===== src/rtl/booth_mult_r4_pkg.sv =====
// Shared types and helpers for the radix-4 Booth multiplier.
//   state_t      : controller states (2-bit; code 2'b11 unused)
//   booth_dig_t  : recoded Booth digit {0, +A, +2A, -A, -2A}
//   calc_w(m)    : extended operand width, m+2 rounded up to even
package mult_pkg;

    typedef enum logic [1:0] {
        IDLE = 2'b00,
        CALC = 2'b01,
        DONE = 2'b10
    } state_t;

    typedef enum logic [2:0] {
        ZERO = 3'd0,
        P1   = 3'd1,
        P2   = 3'd2,
        M1   = 3'd3,
        M2   = 3'd4
    } booth_dig_t;

    // Two guard bits let an unsigned M-bit operand stay positive in
    // signed arithmetic; rounding to even gives whole Booth triplets.
    function automatic int calc_w(input int m);
        return ((m + 3) / 2) * 2;
    endfunction

endpackage


===== src/rtl/booth_mult_r4_if.sv =====
// Operand/result bus of booth_mult_r4.
// Handshake rule: a transfer happens on a rising clk edge where valid
// and ready are both high; valid never waits on ready, and the payload
// is held stable while valid is high and ready is low.
//   in_valid/in_ready   : operand channel (a, b, signed_mode)
//   out_valid/out_ready : result channel (prod, prod_rnd if MULT_ROUND_EN)
//   busy                : block is in CALC or DONE
// Optional build macro: MULT_ROUND_EN adds the prod_rnd signal.
interface booth_mult_r4_if #(parameter int M = 12);

    logic           in_valid;
    logic           in_ready;
    logic [M-1:0]   a;
    logic [M-1:0]   b;
    logic           signed_mode;
    logic           out_valid;
    logic           out_ready;
    logic [2*M-1:0] prod;
    logic           busy;
`ifdef MULT_ROUND_EN
    logic [M-1:0]   prod_rnd;
`endif

    modport master (
        output in_valid, a, b, signed_mode, out_ready,
        input  in_ready, out_valid, prod, busy
`ifdef MULT_ROUND_EN
        , input prod_rnd
`endif
    );

    modport slave (
        input  in_valid, a, b, signed_mode, out_ready,
        output in_ready, out_valid, prod, busy
`ifdef MULT_ROUND_EN
        , output prod_rnd
`endif
    );

endinterface


===== src/rtl/booth_mult_r4_enc.sv =====
// booth_r4_enc: combinational radix-4 Booth recoder.
//   trip   in  3    multiplier triplet {b[2i+1], b[2i], b[2i-1]}
//   a_ext  in  W    extended multiplicand (two's complement)
//   addend out W+2  selected term {0, +A, +2A, -A, -2A}, sign-extended
module booth_r4_enc
    import mult_pkg::*;
#(
    parameter int W = 14
) (
    input  logic [2:0]   trip,
    input  logic [W-1:0] a_ext,
    output logic [W+1:0] addend
);

    booth_dig_t   digit;
    logic [W+1:0] a_sx;

    assign a_sx = {{2{a_ext[W-1]}}, a_ext};

    always_comb begin
        digit = ZERO;
        case (trip)
            3'b001, 3'b010: digit = P1;
            3'b011:         digit = P2;
            3'b100:         digit = M2;
            3'b101, 3'b110: digit = M1;
            default:        digit = ZERO;
        endcase
    end

    always_comb begin
        addend = '0;
        case (digit)
            P1:      addend = a_sx;
            P2:      addend = a_sx << 1;
            M1:      addend = -a_sx;
            M2:      addend = -(a_sx << 1);
            default: addend = '0;
        endcase
    end

endmodule


===== src/rtl/booth_mult_r4.sv =====
// booth_mult_r4: sequential radix-4 (modified Booth) multiplier, M-bit
// operands, signed or unsigned per transaction, N = W/2 iterations.
//   clk        in   rising-edge clock
//   rst        in   synchronous active-high reset
//   bus        slave modport of booth_mult_r4_if (handshakes, a, b,
//              signed_mode, prod, busy, prod_rnd)
//   dbg_state  out  current controller state
// Optional build macro: MULT_ROUND_EN adds prod_rnd, the Q-format
// rounded/saturated M-bit result, registered alongside prod.
module booth_mult_r4
    import mult_pkg::*;
#(
    parameter int M = 12
) (
    input  logic           clk,
    input  logic           rst,
    booth_mult_r4_if.slave bus,
    output state_t         dbg_state
);

    localparam int W  = calc_w(M);
    localparam int N  = W / 2;
    localparam int CW = $clog2(N + 1);

    state_t state, state_nx;
    logic   ld, step, clr, last;
    logic   in_ready_c, out_valid_c, busy_c;

    // Partial product {hi, lo, g}: hi accumulates, lo holds the
    // multiplier being shifted out, g is the b[-1] guard bit.
    logic [W-1:0]   a_ext, hi, lo;
    logic           g;
    logic [CW-1:0]  cnt;
    logic [W+1:0]   addend, sum;
    logic [W-1:0]   hi_nx, lo_nx;
    logic [2*M-1:0] prod_q, prod_nx;

    booth_r4_enc #(.W(W)) u_enc (
        .trip   ({lo[1:0], g}),
        .a_ext  (a_ext),
        .addend (addend)
    );

    assign sum   = {{2{hi[W-1]}}, hi} + addend;
    // Arithmetic shift by 2: the running sum always fits back into W bits.
    assign hi_nx = sum[W+1:2];
    assign lo_nx = {sum[1:0], lo[W-1:2]};
    assign prod_nx = (2*M)'({hi_nx, lo_nx});
    assign last    = (cnt == CW'(N - 1));

    always_ff @(posedge clk) begin
        if (rst) state <= IDLE;
        else     state <= state_nx;
    end

    always_comb begin
        state_nx    = state;
        in_ready_c  = 1'b0;
        out_valid_c = 1'b0;
        busy_c      = 1'b0;
        ld          = 1'b0;
        step        = 1'b0;
        clr         = 1'b0;
        case (state)
            IDLE: begin
                in_ready_c = 1'b1;
                if (bus.in_valid) begin
                    ld       = 1'b1;
                    state_nx = CALC;
                end
            end
            CALC: begin
                busy_c = 1'b1;
                step   = 1'b1;
                if (last) state_nx = DONE;
            end
            DONE: begin
                busy_c      = 1'b1;
                out_valid_c = 1'b1;
                if (bus.out_ready) state_nx = IDLE;
            end
            default: begin
                // Unused code: behave like reset for one cycle.
                clr      = 1'b1;
                state_nx = IDLE;
            end
        endcase
    end

`ifdef MULT_ROUND_EN
    localparam logic signed [2*M+1:0] RND_HALF = (2*M+2)'(1) << (M - 2);
    localparam logic signed [2*M+1:0] S_MAX    = ((2*M+2)'(1) << (M - 1)) - 1;
    localparam logic signed [2*M+1:0] S_MIN    = -((2*M+2)'(1) << (M - 1));
    localparam logic signed [2*M+1:0] U_MAX    = ((2*M+2)'(1) << M) - 1;

    logic         sm_q;
    logic [M-1:0] rnd_q;

    // Add half an LSB of the Q(M-1) result, floor by shifting (ties go
    // toward +inf), then clamp to the M-bit range of the operand mode.
    function automatic logic [M-1:0] round_sat(input logic [2*M-1:0] p,
                                               input logic sm);
        logic signed [2*M+1:0] ext;
        logic signed [2*M+1:0] sh;
        ext = sm ? $signed({{2{p[2*M-1]}}, p}) : $signed({2'b00, p});
        sh  = (ext + RND_HALF) >>> (M - 1);
        if (sm) begin
            if (sh > S_MAX)      return M'(S_MAX);
            else if (sh < S_MIN) return M'(S_MIN);
            else                 return M'(sh);
        end else begin
            if (sh > U_MAX)      return M'(U_MAX);
            else                 return M'(sh);
        end
    endfunction

    assign bus.prod_rnd = rnd_q;
`endif

    always_ff @(posedge clk) begin
        if (rst || clr) begin
            a_ext  <= '0;
            hi     <= '0;
            lo     <= '0;
            g      <= 1'b0;
            cnt    <= '0;
            prod_q <= '0;
`ifdef MULT_ROUND_EN
            sm_q   <= 1'b0;
            rnd_q  <= '0;
`endif
        end else if (ld) begin
            a_ext <= {{(W-M){bus.signed_mode & bus.a[M-1]}}, bus.a};
            lo    <= {{(W-M){bus.signed_mode & bus.b[M-1]}}, bus.b};
            hi    <= '0;
            g     <= 1'b0;
            cnt   <= '0;
`ifdef MULT_ROUND_EN
            sm_q  <= bus.signed_mode;
`endif
        end else if (step) begin
            hi  <= hi_nx;
            lo  <= lo_nx;
            g   <= lo[1];
            cnt <= cnt + 1'b1;
            if (last) begin
                prod_q <= prod_nx;
`ifdef MULT_ROUND_EN
                rnd_q  <= round_sat(prod_nx, sm_q);
`endif
            end
        end
    end

    assign bus.in_ready  = in_ready_c;
    assign bus.out_valid = out_valid_c;
    assign bus.busy      = busy_c;
    assign bus.prod      = prod_q;
    assign dbg_state     = state;

endmodule


===== src/flat_wrapper.sv =====
// flat-port wrapper written by rule: the top's interface ports become plain ports
module booth_mult_r4_flat import mult_pkg::*;
#(
    parameter int M = 12
)
  (clk, rst, dbg_state, bus_in_valid, bus_a, bus_b, bus_signed_mode, bus_out_ready, bus_in_ready, bus_out_valid, bus_prod, bus_busy);
  booth_mult_r4_if #(.M(M)) bus_i ();
  input  logic clk;
  input  logic rst;
  output state_t dbg_state;
  input wire logic [$bits(bus_i.in_valid)-1:0] bus_in_valid;
  input wire logic [$bits(bus_i.a)-1:0] bus_a;
  input wire logic [$bits(bus_i.b)-1:0] bus_b;
  input wire logic [$bits(bus_i.signed_mode)-1:0] bus_signed_mode;
  input wire logic [$bits(bus_i.out_ready)-1:0] bus_out_ready;
  output wire logic [$bits(bus_i.in_ready)-1:0] bus_in_ready;
  output wire logic [$bits(bus_i.out_valid)-1:0] bus_out_valid;
  output wire logic [$bits(bus_i.prod)-1:0] bus_prod;
  output wire logic [$bits(bus_i.busy)-1:0] bus_busy;
  assign bus_i.in_valid = bus_in_valid;
  assign bus_i.a = bus_a;
  assign bus_i.b = bus_b;
  assign bus_i.signed_mode = bus_signed_mode;
  assign bus_i.out_ready = bus_out_ready;
  assign bus_in_ready = bus_i.in_ready;
  assign bus_out_valid = bus_i.out_valid;
  assign bus_prod = bus_i.prod;
  assign bus_busy = bus_i.busy;
  booth_mult_r4 #(.M(M)) u_core (.clk(clk), .rst(rst), .bus(bus_i), .dbg_state(dbg_state));
endmodule

===== config.mk =====
export PLATFORM = sky130hd
export DESIGN_NAME = booth_mult_r4_flat
export DESIGN_NICKNAME = d
export VERILOG_FILES = /design/src/rtl/booth_mult_r4_pkg.sv /design/src/rtl/booth_mult_r4_if.sv /design/src/rtl/booth_mult_r4_enc.sv /design/src/rtl/booth_mult_r4.sv /design/src/flat_wrapper.sv
export SDC_FILE = /design/constraint.sdc
export NUM_CORES = 1
export LEC_CHECK = 0
export ABC_CLOCK_PERIOD_IN_PS = 6100
export BUFFER_PORTS_ARGS = -buffer_cell sky130_fd_sc_hd__clkbuf_2
export CORE_MARGIN = 10
export CORE_UTILIZATION = 62
export CTS_CLUSTER_SIZE = 25
export DETAILED_ROUTE_END_ITERATION = 8
export PLACE_DENSITY_LB_ADDON = 0.25
export SLEW_MARGIN = 20
export SYNTH_ARGS = -nofsm -noshare
export SYNTH_HDL_FRONTEND = slang
export SYNTH_SLANG_ARGS = --single-unit

===== constraint.sdc =====
create_clock -name clk -period 6.1 [get_ports clk]
set_input_delay 0.61 -clock clk [delete_from_list [all_inputs] [get_ports clk]]
set_output_delay 0.61 -clock clk [all_outputs]
set_load 0.01 [all_outputs]

-- After elaboration in Yosys (flattened, before gate mapping)
Cells that the tools add are included.
- register bits after elaboration: 71
- output and inout port bits: 29
- $add $sub $neg: 4
- equal/unequal tests: 16
- reductions and logical operators: 10
- bitwise operators: 3
- muxes and demuxes: 15
- operator list (cell ; number):
    case mux 16 bit (4 select lines) ; 1
    negator 16 bit ; 2
    two-way mux 14 bit ; 2
    adder 16 bit ; 1
    == test 3 bit (second input constant) ; 5
    == test 3 x 2 -> 1 bit (second input constant) ; 4
    case mux 3 bit (4 select lines) ; 1
    OR reduction 2 bit ; 4
    two-way mux 1 bit ; 7
    == test 3 x 1 -> 1 bit (second input constant) ; 2
    two-way mux 2 bit ; 3
    case mux 2 bit (3 select lines) ; 1
    AND reduction 3 bit ; 2
    inequality test 2 bit (second input constant) ; 2
    adder 3 x 1 -> 3 bit (second input constant) ; 1
    OR reduction 3 bit ; 1
    AND 1 bit ; 2
    == test 2 x 1 -> 1 bit (second input constant) ; 1
    == test 2 bit (second input constant) ; 1
    logical NOT 2 bit ; 1
    inequality test 2 x 1 -> 1 bit (second input constant) ; 1
    nonzero test 2 bit ; 1
    logical OR 1 bit ; 1
    inverter 1 bit ; 1

-- Logic depth before layout (Yosys ltp)
Gate-level depths: netlist (run 1).
- word-level depth: 8
- mapped depth: 18

-- By module
Synthesis (run 1) repeated with hierarchy kept, for this count alone.
- cells, all modules: 558
- area, all modules: 4413.0 µm²
- by module, submodules not included (module ; sequential area each (µm²) ; area an instance (µm²) ; cells an instance ; times used):
    booth_mult_r4 ; 1421.4 ; 3494.6 ; 421 ; 1
    booth_r4_enc ; 0.0 ; 918.4 ; 137 ; 1

-- Worst setup path after synthesis (run 1)
Ideal clock, no wire load.
- kind: flip-flop to flip-flop
- start point: register u_core.a_ext[5]
- end point: register u_core.hi[13]
- arrival: 3.631 ns
- period minus slack after synthesis: 3.703 ns
- path buffers: 1
- cell stages (with the launch flop): 16
- data required time: 6.029 ns
- setup time: 0.071 ns
- slack: 2.397 ns
- cell sequence: dfxtp_1 buf_6 or4_4 or4_4 xor2_1 nor2_1 a21oi_1 mux4_2 ha_1 a21oi_1 o21ai_0 a41oi_1 o31ai_1 xor2_1 or3_1 a21oi_1
- longest elaborated chain between the ends: 3
- ends and longest elaborated chain (element ; RTL line ; RTL):
    start: declaration ; booth_mult_r4.sv:31 ; logic [W-1:0] a_ext, hi, lo;
    start signal: assignment ; booth_mult_r4.sv:133 ; a_ext <= {{(W-M){bus.signed_mode & bus.a[M-1]}}, bus.a};
    negator 16 bit (on tied branches) ; booth_mult_r4_enc.sv:36, booth_mult_r4_enc.sv:37 ;
    case mux 16 bit (4 select lines) (*) ; booth_mult_r4_enc.sv:33 ; case (digit)
    adder 16 bit (*) ; booth_mult_r4.sv:44 ; assign sum = {{2{hi[W-1]}}, hi} + addend;
    end signal: assignment ; booth_mult_r4.sv:142 ; hi <= hi_nx;
    end: declaration ; booth_mult_r4.sv:31 ;
Every way passes the cells marked *; elsewhere a longest branch is shown, timed or not.
A chain may end at the register's enable or synchronous reset.

-- Worst setup path after layout (run 1)
- start point: register u_core.a_ext[2]
- end point: register u_core.hi[12]
The elaborated chain is that of the path after synthesis.

==> results of run 1 <==
## flip-flops by register name (all words and copies together), names as in the netlist
name              cells
u_core.bus.prod      24
u_core.cnt            3
u_core.g              1
u_core.a_ext         13
u_core.hi            14
u_core.lo            14
u_core.dbg_state      2
## worst max-delay path, stage by stage, from the launching register on
cell       delay, ns
dfxtp_1         0.39
or3_1           0.41
nor3_1          0.52
nand2_1         0.15
xor2_1          0.19
a211oi_1        0.26
a211oi_1        0.08
a21o_1          0.22
ha_1            0.30
a2111oi_0       0.49
o21ai_0         0.25
a31oi_1         0.32
o31a_1          0.21
xnor2_1         0.07
mux2i_1         0.14
nor2_1          0.05
## worst min path at each step
stage	to	slack (ns)
2_1_floorplan	u_core.bus.prod[0]$_SDFFE_PP0P_	0.44
3_3_place_gp	u_core.bus.prod[18]$_SDFFE_PP0P_	0.44
3_5_place_dp	u_core.bus.prod[10]$_SDFFE_PP0P_	0.45
4_1_cts	u_core.dbg_state[1]$_SDFFE_PP0P_	0.45
5_1_grt	u_core.dbg_state[1]$_SDFFE_PP0P_	0.47
6_report	u_core.bus.prod[18]$_SDFFE_PP0P_	0.45
## per-stage QoR
stage | hold WS, ns | utilization [%]
after global routing | 0.470 | 72.5
after CTS | 0.452 | 72.5
final | 0.454 | 72.5
after detailed placement | 0.445 | 69.1
after floorplan | 0.444 | -
after global placement | 0.441 | 69.1
## cells by family (layout without fill, tap and decap cells)
family | after synthesis | count (layout)
adder cells (fa/ha/maj) | 23 | 23
buffers and inverters | 50 | 88
multiplexers | 33 | 33
flip-flops | 71 | 71
AND/OR/NAND/NOR | 193 | 193
XOR/XNOR | 29 | 29
AO/OA/AOI/OAI | 143 | 143
## layout make-up
class                   instances  area share, %
repair buffers                 61           6.73
flip-flops and latches         71           30.4
clock inverters                 7           2.06
inverters                      11          0.882
well taps                      77           2.06
multi-input cells             421           55.3
clock buffers                   9           2.65
## power by group through the flow
stage          combinational, mW  sequential (mW)  clock, mW
6_report                   0.421            0.548      0.414
5_1_grt                    0.473            0.554      0.437
4_1_cts                    0.418            0.547      0.418
3_5_place_dp               0.414            0.557          0
3_3_place_gp               0.403            0.555          0
2_1_floorplan              0.355            0.528          0
## layer usage
layer	track usage (%)	part of all wire, %	vias up
met4	5.86	1.2	0
met1	26.1	47	1750
met5	0	0	-
met3	5.06	5.0	13
met2	31.4	47	106
li1	-	-	1956
## placed cells by master (no fill, tap or decap), types with 3 or more instances in the layout
cell type,n
nand3_1,4
buf_4,4
a21o_1,7
xor2_1,13
clkinvlp_4,3
clkbuf_8,9
mux2i_1,31
or3_1,5
o211ai_1,3
inv_1,11
nor2_1,51
a221oi_1,4
o31ai_1,4
o21ai_0,16
a31oi_1,9
dfxtp_1,71
ha_1,21
nor3_1,9
a211oi_1,26
clkbuf_2,57
and2_1,4
a21oi_1,64
xnor2_1,16
nand2_1,109
==> results.cfg, run 1 <==
[synthesis]
synth.most_common_cell = nand2_1
synth-edff-count = 0
synth.mux.area_fraction_pct = 8.17
synth-compound-area-share_pct = 20.9
ys_top_cells_by_area = dfxtp_1, nand2_1, a21oi_1
yosys.area.top_type_share_pct = 33.7
async_flop_share_pct = 0
synth_top_family_by_area = compound AO/OA/AOI/OAI gates
yosysTopAreaCell = dfxtp_1
ys_seq_area_share_pct = 33.7
synth_area_um2 = 4210
netlist_instances = 542
synthSimpleGateAreaFrac_pct = 19.1
synth-adder-area-share_pct = 7.01
yosys_register_bits = 71
avgSynthCellArea_um2 = 7.77
synth_xor_area_share_pct = 6.03
netlist_top_cells_count = nand2_1, dfxtp_1, a21oi_1
yosysWarnings = 0
synth_fp_nets = 594
synth-main-ff-cell = dfxtp_1
synth.distinct_cells = 45

[min_path]
min_path_cells = 2
min_path_type = flop to flop
min-delay-start = u_core.bus.prod[18]$_SDFFE_PP0P_

[global_route]
grt_overflow_total = 0
antenna_found_initial = 0
grt_first_pass_wirelength_mm = 17.1
grt_start_max_net_pins = 50
first_global_vias = 3657
track_usage_pct = 19.9

[drt]
drt_iter0_drc = 187
vias_per_cell = 5.82
firstDrtPassIters = 5
remaining_drc_errors = 0
vias = 3825
routed_wirelength_mm = 10.2
ant_nets = 0
wl_per_cell_um = 15.5

[worst_setup_path]
cp-end-kind = flop
startpoint = u_core.a_ext[2]$_SDFFE_PP0P_
worstReg2RegStart = u_core.a_ext[2]$_SDFFE_PP0P_
r2r_end = u_core.hi[12]$_SDFFE_PP0P_
critPathMaxFanout = 8
worstPathRequired_ns = 6.32
cp-start-kind = flop
rrSetupSlack_ns = 1.92
path_class = flop to flop
critical_path_arrival_ns = 4.40
endpoint = u_core.hi[12]$_SDFFE_PP0P_
ff2ff_path_depth = 15

[power]
switchingPower_mw = 0.484
swShare_pct = 35.0
power.density_nw_per_um2 = 295
p_int_mw = 0.900
seqPwrFrac_pct = 39.6
report.power.total_mw = 1.38
combPwrFrac_pct = 30.4
p_leak_nw = 1.93
vdd_drop_max_mv = 0.271
clkPwrFrac_pct = 30.0

[placement]
post-place-ws_ns = 2.00
gp_congestion = 0.912
port_buffers = 57
place_area_um2 = 4460
hpwlAfterDp_mm = 7.48
dp_cells = 641

[clocking]
cts_root_buffer = clkbuf_8
htreeDepth = 3
hold_buffers = 0
cts_setup_buffers = 0
cts_tree = yes
clock_sinks = 71
clkLatencyLatePin_ns = 0.36
path_clk_slew_ns = 0.08
cts.repair.resized = 0
clk_path_buf_depth = 2
numCtsBuffers = 9

[layout]
areaGrowthSynthToFinish_pct = 11.2
regArea_um2 = 1420
final_cells = 657
final_area_um2 = 4680
multiInputGateArea_um2 = 2590
nets = 627
drive_gt1_share_pct = 14.7
diodes = 0
fill_cells = 523

[timing]
fin_ws_ns = 1.92
hold_viol = 0
slew_headroom_pct = 29.6
period_share_pct = 68.5
tns_ns = 0
worstMarginPinSlew_ns = 1.06
fmax_ghz = 0.239
setup_violations = 0
fin_skew_ns = 0.0124
finalCriticalPeriod_ns = 4.18
drv_slew = 0
rsz0062_at_grt = false

[floorplanning]
ios = 58
fp.dieH_um = 102
coreArea_um2 = 6460
initial_core_util_pct = 65.2
die_w_um = 102
fp-row-count = 29
die_area_um2 = 10500

[job]
max-cap-violations = 0

[status]
status = finished, final reports clean
Note: power is estimated with default switching activity, not from simulation.
==> run 2, diff against run 1 <==
- ABC_CLOCK_PERIOD_IN_PS: 6100 -> 3900
- CORE_UTILIZATION: 62 -> 58
- clock period: 6.1 -> 3.9 ns (I/O delays scaled with it)
==> run 2 against run 1 <==
Compared with the run above:
- combinational power grew 76%
- largest cell class unchanged
- worst hold slack got worse by 0.21 ns
- critical path type unchanged
- core utilization fell by 4.0 points
- clock skew rose by 0.00076 ns
- count of clock-buffer cells in the layout is 1 higher
- via count rose by 3.2%
- setup slack worse by 1.7 ns
==> results.cfg, run 2 (synthesized netlist as in run 1, its figures left out) <==
[global_route]
grt_start_max_net_pins = 50
grt_overflow_total = 0
grtUsageMet1_pct = 23.2
top_usage_layer = met2
grt_first_pass_wirelength_mm = 18.3
use_met2_pct = 33.7
first_global_vias = 3810
track_usage_pct = 19.3
grt_use_met3_pct = 4.32
antenna_found_initial = 0

[floorplanning]
fp.dieH_um = 105
die_area_um2 = 11100
die_w_um = 105
coreArea_um2 = 7140
initial_core_util_pct = 59.0
ios = 58
fp-row-count = 31

[timing]
timing.hold.ws_ns = 0.249
drv_slew = 0
setup_violations = 0
fin_skew_ns = 0.0131
period_share_pct = 94.7
slew_headroom_pct = 39.8
fin_ws_ns = 0.208
fmax_ghz = 0.271
hold_viol = 0
finalCriticalPeriod_ns = 3.69
tns_ns = 0
worstMarginPinSlew_ns = 0.903

[clocking]
clk_path_buf_depth = 2
cts_root_buffer = clkbuf_8
htreeDepth = 3
clkLatencyLatePin_ns = 0.35
numCtsBuffers = 9
path_clk_slew_ns = 0.08
cts_tree = yes
hold_buffers = 0
clock_sinks = 71

[power]
clkPwrFrac_pct = 25.9
combPwrFrac_pct = 34.9
p_int_mw = 1.34
vdd_drop_max_mv = 0.260
p_leak_nw = 2.03
swShare_pct = 36.9
switchingPower_mw = 0.784
seqPwrFrac_pct = 39.2
power.density_nw_per_um2 = 435
report.power.total_mw = 2.13

[job]
max-cap-violations = 0

[layout]
diodes = 0
final_common_cell = nand2_1
largest_reg_flops = 24
utilization_pct = 68.5
drive_gt1_share_pct = 19.5
final_cell_mix = nand2_1, dfxtp_1, a21oi_1, clkbuf_2, nor2_1
areaGrowthSynthToFinish_pct = 16.0
nets = 648

[worst_setup_path]
crit_slowest_cell = or4_4
cpPeakStageDelay_ns = 0.57
cp-end-kind = flop
worstPathRequired_ns = 4.17
path_class = flop to flop
cp-start-kind = flop
cpLargestDelayFamily = simple AND/OR/NAND/NOR gates
critical_path_arrival_ns = 3.96
cp_cell_sequence = or4_4, or4_4, xor2_1, nor2_1, a21oi_1, mux4_2, ha_1, nand2_1, o21ai_0, a41oi_2, o31ai_2, xor2_1, or3_1, a21oi_1
critPathBufInv = 0
critPathMaxFanout = 6

[drt]
routed_wirelength_mm = 10.7
vias_per_cell = 5.64
ant_nets = 0
drt_iter0_drc = 147
remaining_drc_errors = 0
vias = 3949
wl_per_cell_um = 15.3
firstDrtPassIters = 4

[min_path]
min_path_type = primary input to flop

[placement]
hpwlAfterDp_mm = 8.01
post-place-ws_ns = 0.0455
port_buffers = 57
gp_congestion = 0.859

[status]
status = finished, final reports clean
run 2: changes by cell type in the layout (fill, tap and decap cells not counted), moves of 2 or more:
| cell | delta |
|---|---|
| bufinv_16 | -2 |
| buf_4 | +21 |
| nor3_2 | +2 |
| nor3_1 | -2 |
| clkinvlp_4 | -2 |
run 2: power by group through the flow:
| stage | registers (mW) | logic (mW) | clock network [mW] |
|---|---|---|---|
| floorplan | 0.825 | 0.555 | 0 |
| CTS | 0.832 | 0.707 | 0.559 |
| global route | 0.842 | 0.836 | 0.589 |
| global placement | 0.846 | 0.682 | 0 |
| detailed placement | 0.848 | 0.702 | 0 |
| finish | 0.834 | 0.743 | 0.550 |
run 2: per-stage QoR:
step / instance area [µm²] / instances
3_5_place_dp: 4610 / 679
5_1_grt: 4890 / 700
4_1_cts: 4790 / 695
2_1_floorplan: 4210 / 542
6_report: 4890 / 700
3_3_place_gp: 4610 / 679
run 2: layout make-up:
cell class	instances	area, µm²
repair buffers	82	473
flip-flops and latches	71	1420
multi-input cells	421	2650
well taps	99	124
clock buffers	10	138
clock inverters	6	43.8
fillers	640	2250
inverters	11	41.3
run 2: routing by layer:
| metal | wire (µm) | part of all wire [%] |
|---|---|---|
| met3 | 560 | 5.2 |
| met5 | 0 | 0 |
| met4 | 102 | 0.95 |
| met1 | 4740 | 44 |
| met2 | 5330 | 50 |
run 2: worst paths after layout:
check	to	cells after the start	slack [ns]	startpoint
worst max-delay path	u_core.hi[13]$_SDFFE_PP0P_	14	0.21	u_core.a_ext[5]$_SDFFE_PP0P_
worst min-delay path	u_core.dbg_state[0]$_SDFFE_PP0P_	2	0.25	rst
worst max register to register	u_core.hi[13]$_SDFFE_PP0P_	14	0.21	u_core.a_ext[5]$_SDFFE_PP0P_
worst min register to register	u_core.bus.prod[6]$_SDFFE_PP0P_	2	0.46	u_core.bus.prod[6]$_SDFFE_PP0P_
run 2: repair_timing:
action | 4_1_cts | 5_1_grt
setup endpoints to repair | 0 | 10
setup buffers | 0 | 5
gates resized for setup | 0 | 14
==> run 3, diff against run 2 <==
- ABC_CLOCK_PERIOD_IN_PS: 3900 -> 4600
- CAP_MARGIN: not set -> 20
- CORE_UTILIZATION: 58 -> 62
- clock period: 3.9 -> 4.6 ns (I/O delays scaled with it)
==> run 3 against run 2 <==
Compared with the run above:
- via count decreased by 3.2%
- clock skew is 0.0053 ns lower
- final cell count decreased by 5.7%
- clock power decreased by 9.5%
- combinational power is 23% lower
- sequential power down 14%
- die area decreased by 5.2%
- flip-flop and latch count unchanged
- register-to-register slack better by 0.26 ns
- sequential share of layout area grew 1.3 points
- highest routed layer unchanged
- largest power group unchanged
- maximum frequency shrank 11%
- first-iteration DRC count grew 69%
==> results.cfg, run 3 (synthesized netlist as in run 1, its figures left out) <==
[layout]
diodes = 0
drive_gt1_share_pct = 15.1
largest_reg_flops = 24
nets = 630
final_common_cell = nand2_1
final_area_um2 = 4680
final_cell_mix = nand2_1, dfxtp_1, a21oi_1, clkbuf_2, nor2_1
areaGrowthSynthToFinish_pct = 11.1

[global_route]
track_usage_pct = 19.5
grt_overflow_total = 0
grt_start_max_net_pins = 50
grt_first_pass_wirelength_mm = 16.8
first_global_vias = 3664
antenna_found_initial = 0

[timing]
fin_skew_ns = 0.00780
tns_ns = 0
setup_violations = 0
slew_headroom_pct = 40.5
finalCriticalPeriod_ns = 4.13
timing.hold.ws_ns = 0.323
rsz0062_at_grt = false
fmax_ghz = 0.242
fin_ws_ns = 0.471
worstMarginPinSlew_ns = 0.892
period_share_pct = 89.8
drv_slew = 0
hold_viol = 0

[floorplanning]
fp-row-count = 29
fp.dieH_um = 102
ios = 58
die_area_um2 = 10500
initial_core_util_pct = 65.2
die_w_um = 102
coreArea_um2 = 6460

[worst_setup_path]
cp-end-kind = flop
crit_slowest_cell = or4b_1
cpPeakStageDelay_ns = 0.56
worstPathRequired_ns = 4.87
cp-start-kind = flop
startpoint = u_core.a_ext[0]$_SDFFE_PP0P_
cp_cell_sequence = inv_1, ha_1, or4b_1, or4_1, nand2_1, xnor2_1, a221oi_1, a31oi_1, ha_1, a21oi_1, o21ai_0, a41oi_1, o31ai_1, xor2_1, or3_1, a21oi_1
rrSetupSlack_ns = 0.47
critPathBufInv = 1
critPathMaxFanout = 6
critical_path_arrival_ns = 4.40
path_class = flop to flop
worstReg2RegStart = u_core.a_ext[0]$_SDFFE_PP0P_
cpLargestDelayFamily = simple AND/OR/NAND/NOR gates

[clocking]
cts_setup_buffers = 0
path_clk_slew_ns = 0.08
clock_sinks = 71
cts_tree = yes
clkLatencyLatePin_ns = 0.35
hold_buffers = 0
numCtsBuffers = 9
cts.repair.resized = 0
htreeDepth = 3
cts_root_buffer = clkbuf_8
clk_path_buf_depth = 2

[power]
p_leak_nw = 1.94
seqPwrFrac_pct = 40.1
switchingPower_mw = 0.641
power.density_nw_per_um2 = 382
vdd_drop_max_mv = 0.397
combPwrFrac_pct = 32.1
swShare_pct = 35.9
p_int_mw = 1.14
clkPwrFrac_pct = 27.9

[drt]
drt_iter0_drc = 249
wl_per_cell_um = 15.1
remaining_drc_errors = 0
vias = 3824
ant_nets = 0
vias_per_cell = 5.79
routed_wirelength_mm = 9.96
firstDrtPassIters = 4

[placement]
port_buffers = 57
gp_congestion = 0.979
hpwlAfterDp_mm = 7.41
post-place-ws_ns = 0.552
place_area_um2 = 4480

[status]
status = finished, final reports clean

[min_path]
min-delay-start = rst
min_path_type = primary input to flop

[job]
max-cap-violations = 0
[run 3: layout make-up]
| type | count | area, µm² |
|---|---|---|
| Clock buffer | 9 | 124 |
| Clock inverter | 7 | 72.6 |
| Fill cell | 507 | 1780 |
| Inverter | 11 | 41.3 |
| Multi-Input combinational cell | 421 | 2590 |
| Sequential cell | 71 | 1420 |
| Tap cell | 77 | 96.3 |
| Timing Repair Buffer | 64 | 338 |
[run 3: stage by stage]
step	total power, mW	utilization (%)	std cells
3_5_place_dp	1.29	69.4	644
6_report	1.79	72.5	660
3_3_place_gp	1.27	69.4	644
4_1_cts	1.78	72.5	660
2_1_floorplan	1.17	-	542
5_1_grt	1.89	72.5	660
[run 3: power groups by stage]
stage / clock network (mW) / logic, mW / registers [mW]
floorplan: 0 / 0.470 / 0.700
global placement: 0 / 0.547 / 0.725
detailed placement: 0 / 0.566 / 0.727
CTS: 0.503 / 0.568 / 0.713
global route: 0.529 / 0.642 / 0.722
finish: 0.498 / 0.573 / 0.715
[run 3: path summary, 6_finish.rpt]
path,depth (start not counted),to
max,16,u_core.hi[13]$_SDFFE_PP0P_
max reg2reg,16,u_core.hi[13]$_SDFFE_PP0P_
min,2,u_core.dbg_state[1]$_SDFFE_PP0P_
min reg2reg,2,u_core.bus.prod[22]$_SDFFE_PP0P_
[run 3: layer usage]
metal  GRT usage [%]  routed length (µm)
met1            24.7                4670
met3            4.79                 523
met4            5.64                 130
met2            32.1                4640
met5               0                   0
